## config.mk

```make
export PLATFORM = sky130hd
export DESIGN_NAME = uart_tx_digit
export DESIGN_NICKNAME = d
export VERILOG_FILES = /design/src/rtl/uart_tx_digit.sv
export SDC_FILE = /design/constraint.sdc
export NUM_CORES = 1
export LEC_CHECK = 0
export ABC_CLOCK_PERIOD_IN_PS = 1700
export CAP_MARGIN = 20
export CORE_ASPECT_RATIO = 1.1
export CORE_MARGIN = 10
export CORE_UTILIZATION = 51
export DETAILED_ROUTE_END_ITERATION = 16
export PLACE_DENSITY = 0.86
export SLEW_MARGIN = 20
export SYNTH_ARGS = -nofsm -noshare
export SYNTH_HDL_FRONTEND = slang
export SYNTH_SLANG_ARGS = --single-unit
```

## constraint.sdc

```tcl
create_clock -name clk -period 1.7 [get_ports clk]
set_clock_uncertainty 0.15 [all_clocks]
set_input_delay 0.255 -clock clk [delete_from_list [all_inputs] [get_ports clk]]
set_output_delay 0.255 -clock clk [all_outputs]
set_load 0.02 [all_outputs]
```

## src/rtl/uart_tx_digit.sv

```systemverilog
// 8N1 UART transmitter that sends the layer-5 classification byte to the host.
// It captures a level-held request and returns a one-cycle tx_done pulse at the end of the frame.
module uart_tx_digit #(
  parameter int unsigned BAUD_DIV = 434,
  parameter int unsigned CNT_W    = 10
) (
  input  logic       clk,
  input  logic       rst_n,
  input  logic       trmt,
  input  logic [7:0] tx_data,
  output logic       TX,
  output logic       tx_busy,
  output logic       tx_done
);

  typedef enum logic {
    IDLE = 1'b0,
    SEND = 1'b1
  } state_t;

  localparam logic [CNT_W-1:0] BAUD_TC = CNT_W'(BAUD_DIV - 1);
  localparam logic [3:0]       LAST_BIT = 4'd9;

  state_t           r_state;
  state_t           w_state_nxt;
  logic [9:0]       r_sr;
  logic [CNT_W-1:0] r_baud;
  logic [3:0]       r_bit;
  logic             r_done;
  logic             w_capture;
  logic             w_shift;
  logic             w_finish;

  always_ff @(posedge clk or negedge rst_n) begin
    if (!rst_n) begin
      r_state <= IDLE;
    end else begin
      r_state <= w_state_nxt;
    end
  end

  // Terminal counts use >= so a forced out-of-range counter still ends the frame.
  always_comb begin
    w_state_nxt = r_state;
    w_capture   = 1'b0;
    w_shift     = 1'b0;
    w_finish    = 1'b0;
    unique case (r_state)
      IDLE: begin
        if (trmt && !r_done) begin
          w_capture   = 1'b1;
          w_state_nxt = SEND;
        end
      end
      SEND: begin
        if (r_baud >= BAUD_TC) begin
          w_shift = 1'b1;
          if (r_bit >= LAST_BIT) begin
            w_finish    = 1'b1;
            w_state_nxt = IDLE;
          end
        end
      end
      default: w_state_nxt = IDLE;
    endcase
  end

  always_ff @(posedge clk or negedge rst_n) begin
    if (!rst_n) begin
      r_sr   <= '1;
      r_baud <= '0;
      r_bit  <= '0;
      r_done <= 1'b0;
    end else begin
      r_done <= w_finish;
      if (w_capture) begin
        r_sr   <= {1'b1, tx_data, 1'b0};
        r_baud <= '0;
        r_bit  <= '0;
      end else if (r_state == SEND) begin
        if (w_shift) begin
          r_baud <= '0;
          r_sr   <= {1'b1, r_sr[9:1]};
          r_bit  <= w_finish ? 4'd0 : r_bit + 4'd1;
        end else begin
          r_baud <= r_baud + 1'b1;
        end
      end
    end
  end

  assign TX      = r_sr[0];
  assign tx_busy = (r_state == SEND);
  assign tx_done = r_done;

endmodule

```

* Word level (Yosys, flattened, before mapping)
Index checks and enable logic that the tools add are counted. W data, S select, Z words.
Cells by class: reductions and logical operators 5, add/sub/neg operators 2, magnitude comparators 2, muxes and demuxes 20, bitwise gates (word level) 1
Operators by type and width (count):
- $mux W10 | 6
- $mux W4 | 4
- $add A10 B1 Y10 const B | 1
- $ge A10 B9 Y1 const B | 1
- $mux W1 | 9
- $add A4 B1 Y4 const B | 1
- $ge A4 B4 Y1 const B | 1
- $reduce_bool A2 Y1 | 2
- $pmux W1 S2 | 1
- $reduce_and A2 Y1 | 1
- $logic_and A1 B1 Y1 | 1
- $logic_not A1 Y1 | 1
- $not A1 Y1 | 1
Storage, ports and cells: output and inout port bits 3, register bits 26, logic and storage cells 35, bits of input ports 11

* Longest topological paths before layout
depth after elaboration 8, gate-level depth with buffers 8, gate-level depth less buffers 6

* Worst setup path before layout
OpenSTA, ideal clock, no wires.
kind register to register, from register r_bit[0], to register r_bit[3], cell stages (with the launch flop) 7, setup time 90 ps, clock period less this slack 1738 ps, path buffers 0, required time 1460 ps, setup slack -38 ps, arrival 1498 ps, cell sequence dfrtp_1 -> inv_1 -> ha_1 -> or3b_2 -> a21boi_2 -> a21oi_1 -> o221ai_1
On the way: cells in the longest elaborated chain, start to end 8, elaborated cells on any way between the ends 9, classes of those cells 1 x add/sub; 1 x order compare; 7 x mux
RTL lines:
- start: declaration | RTL line 28 | logic [3:0] r_bit;
- start signal: assignment | RTL line 84 | r_bit <= w_finish ? 4'd0 : r_bit + 4'd1;
- $ge A4 B4 Y1 | RTL line 58 | if (r_bit >= LAST_BIT) begin
- $mux W1 | RTL line 58
- $mux W1 | RTL line 56 | if (r_baud >= BAUD_TC) begin
- $mux W1 | RTL line 48 | unique case (r_state)
- $mux W4 * | RTL line 84
- $mux W4 * | RTL line 81 | if (w_shift) begin
- $mux W4 * | RTL line 80 | end else if (r_state == SEND) begin
- $mux W4 * | RTL line 76 | if (w_capture) begin
Every way passes the cells marked *; elsewhere a longest branch is shown, timed or not. The select of a mux whose other input is x is not followed. A chain may end at the register's enable or synchronous reset.

* Final worst setup path
from register r_baud[1], to register r_bit[2]
On the way: cells in the longest elaborated chain, start to end 7, elaborated cells on any way between the ends 11, classes of those cells 1 x order compare; 8 x mux; 2 x reduce/logical
RTL lines:
- start: declaration | RTL line 27 | logic [CNT_W-1:0] r_baud;
- start signal: assignment | RTL line 86 | r_baud <= r_baud + 1'b1;
- $ge A10 B9 Y1 * | RTL line 56
- $mux W1 | RTL line 56
- $mux W1 | RTL line 48
- $mux W4 | RTL line 84
- $mux W4 | RTL line 81
- $mux W4 | RTL line 80
- $mux W4 | RTL line 76
Marks and branches as above.

==> results <==
how the worst max path moves through the flow:
| stage | start | endpoint | slack (ps) | cells after the start |
|---|---|---|---|---|
| finish | r_baud[1] | r_bit[2] | -120 | 8 |
| global route | r_baud[1] | r_bit[2] | -170 | 8 |
| floorplan | r_baud[0] | r_sr[0] | 30 | 6 |
| CTS | r_baud[0] | r_sr[0] | -60 | 6 |
| detailed placement | r_baud[1] | r_bit[2] | -180 | 7 |
| global placement | r_baud[1] | r_bit[1] | -90 | 7 |
synthesized netlist by cell type, types with 2 or more instances:
cell,number,area [um^2]
dfrtp_1,16,400
nor2_1,16,60.1
inv_1,14,52.6
dfstp_2,9,236
nor4b_1,9,78.8
a211oi_1,8,60.1
a311oi_1,7,61.3
ha_1,6,75.1
o2111ai_1,5,43.8
o21ai_0,5,25.0
xor2_1,5,43.8
buf_6,4,45.0
nand2_1,3,11.3
o211ai_1,3,22.5
a21o_1,2,15.0
a21oi_1,2,10.0
and3_2,2,15.0
buf_2,2,10.0
clkbuf_1,2,7.51
nand3_1,2,10.0
nor2b_1,2,12.5
nor3_1,2,10.0
nor3b_1,2,15.0
o32ai_1,2,17.5
sequential cells by signal (all words and copies together), names as in the netlist:
name	cells
r_baud	10
tx_busy	1
tx_done	1
r_sr	9
r_bit	4
what timing repair did:
item                       in CTS  in global routing
pin swaps                      16                 14
buffers inserted                4                  2
cloned                          1                  0
setup endpoints to repair      27                 25
resized for setup              26                 22
power by group through the flow:
stage / combinational, mW / clock [mW] / sequential [mW]
final: 0.750 / 0.275 / 0.873
after global routing: 0.815 / 0.306 / 0.886
after CTS: 0.658 / 0.281 / 0.845
after detailed placement: 0.578 / 0 / 0.848
after global placement: 0.524 / 0 / 0.838
after floorplan: 0.330 / 0 / 0.851
cell type report:
type / count / area, um^2
fillers: 193 / 792
flip-flops and latches: 25 / 638
clock buffers: 4 / 26.3
multi-input cells: 100 / 925
well taps: 33 / 41.3
repair buffers: 39 / 353
inverters: 14 / 52.6
cells by family after synthesis:
| family | Yosys count | synth area share, % |
|---|---|---|
| AO/OA/AOI/OAI | 44 | 23.3 |
| AND/OR/NAND/NOR | 44 | 16.9 |
| buffers and inverters | 26 | 10.2 |
| flip-flops | 25 | 41.8 |
| adder cells (fa/ha/maj) | 6 | 4.93 |
| XOR/XNOR | 5 | 2.88 |
routing by layer:
layer	share of wire [%]	wire length, um
met1	40	1710
met2	53	2250
met3	4.1	176
met4	3.2	137
met5	0	0
==> metrics list <==
- Run status: complete, but fails checks
- The checks that failed: setup timing.
- Die area: 5570 um^2
- Setup-failing EPs final: 24
* GPL Wtd Cong: about 0.84
* Number of cells traversed by the worst register-to-register path: 8
* Count of yosys warnings during synthesis: 0
- Internal power component: around 1.2 mW
- Fraction of registers with async set or reset after synthesis: 100%
* Number of synthesized register bits: 25
- For this design, the slowest cell found on the critical path is dfrtp_1.
* Final antenna-violating net count: 0
- Pin placement for this block handled 14 I/O pins.
- Post-layout instance count excluding filler cells: between 200 and 250
* Starting Density: between 50% and 60%
- Seq pwr share: between 40% and 50%
* Total congestion overflow: 0
- Hold-fix buffers at CTS: 0
- Largest net degree at the start of global routing: 30
* Leak Pwr: about 0.88 nW
- Top_reg_cell synth: dfrtp_1
* Antenna violations before repair: 0
- Vias in the first global route: between 1000 and 1500
- Via count: approximately 1400
- Number of max-slew violations in the final report: 0
- The worst-case IR drop observed on VDD is about 0.74 mV.
* Most common cell after layout, fill and taps aside: buf_4
* Total nets after synthesis: between 150 and 200
- At the pin with the least slew margin, the transition time is 396 ps.
- Met2 capacity usage during global routing: between 20% and 30%
- For this design the ratio of total power to cell area is about 930 nW/um^2.
- Combined buffer and inverter count along the critical path: 4
- Cell at the root of the clock tree: clkbuf_4
- Critical path cell sequence: inv_2 -> ha_4 -> inv_2 -> a311oi_4 -> buf_6 -> buf_6 -> o2111ai_2 -> o211ai_1
- Horizontal extent of the die: about 72 um
- Worst reg-to-reg setup slack: -120 ps
- After routing the design area is just over 2000 um^2.
- Fraction of the core area covered by cells at the end of the flow: a little under three quarters
- Setup total negative slack on the finished layout was measured at -1550 ps.
* Wire length of the first global-routing pass: roughly 7.0 mm
- In this run, the clock network consumes 14.5% of the power.
- Place WS: -183 ps
* GRT Total Usage: 15.2%
- Across all setup checks in the final design, the least slack found is -119 ps.
- The cell family contributing the most delay on the critical path is compound AO/OA/AOI/OAI gates.
* Worst reg2reg startpoint: r_baud[1]
* Portion of the post-synthesis area used by sequential elements: 41.8%
- Cells with a size suffix above 1 make up between 40 and 50% of the layout.
* Core area: about 2800 um^2
- In this run the vertical extent of the chip is a little under 80 um.
- Cell Area, Synth: ~1500 um^2
* Count of buffers inserted at the top-level ports: 13
- CP arrival: 1920 ps
* Post-synthesis cell count: 150
* Net Sw Frac: approximately 37%
- Number of DRC markers after the initial detailed-route iteration: 124
- Synthesized area per cell: approximately 10 um^2
- The area growth from synthesis to layout is 33.7%.
* Crit path largest cell delay: just over 400 ps
* Cts bufs inserted: 3
- Dividing the detail-routed wire length by the instance count gives between 15 and 20 um.
* Required arrival time at the worst endpoint: between 1500 and 2000 ps
- Worst hold margin: approximately 120 ps
* Diodes inserted: 0
- Tmin final: approximately 1800 ps
- Num rows: 20
- Highest-count cells in the layout ignoring fill and taps: 20 x buf_4, 15 x dfrtp_1, 12 x nor2_1, 10 x clkdlybuf4s50_1
* HPWL after detailed placement: about 2.7 mm
- Critical register-to-register path endpoint: r_bit[2]
* Cell variety after synth: 44
* Insertion delay of the later-clocked pin in the worst-skew pair: roughly 330 ps
* Final net count: 200
- Setup crit start kind: flop
- Worst-path fanout max: 7
* Post-synth EDFFs: 0
- Kind of critical path: reg2reg
- Hold Vio Cnt, Final: 0
- Power spent charging and discharging nets: roughly 0.7 mW
* Mean number of vias per cell: approximately 6.4
* Total Power Consumption: 1.90 mW
- Placed cell areas: around 1800 um^2
* Number of optimization iterations in the first detailed-route pass: 4
- Final routed DRC violation total: 0
- Counting tap cells, the placed design contains a total of between 200 and 250 instances.
- Sink count of the clock tree: 25
- Max clock buf depth: 2
* RSZ-0062 raised after global routing: true
- Global routing consumed, on the met1 layer, 16.6% of the routing resources.
* Met3 layer usage reported by global route: between 2 and 3%
- Achievable frequency: 550 MHz
- The worst path uses 107% of the clock period.
- Across the run, the number of max-cap violations was 0.
- TritonCTS built the clock tree.
* Hold crit path type: in2async
- The worst pin sits at a relative slew slack of roughly 74%.
* Global route hottest layer: met2
- STA classifies the critical path endpoint as a flop.
- The routed design has approximately 4.3 mm of wire.
- Number of H-tree branching levels: 1
- Combinational logic burns about 40% of the power.
- After clock tree synthesis, the clock-pin slew on the worst setup and hold paths is 130 ps.
No activity file was read; power rests on OpenSTA's default activity.
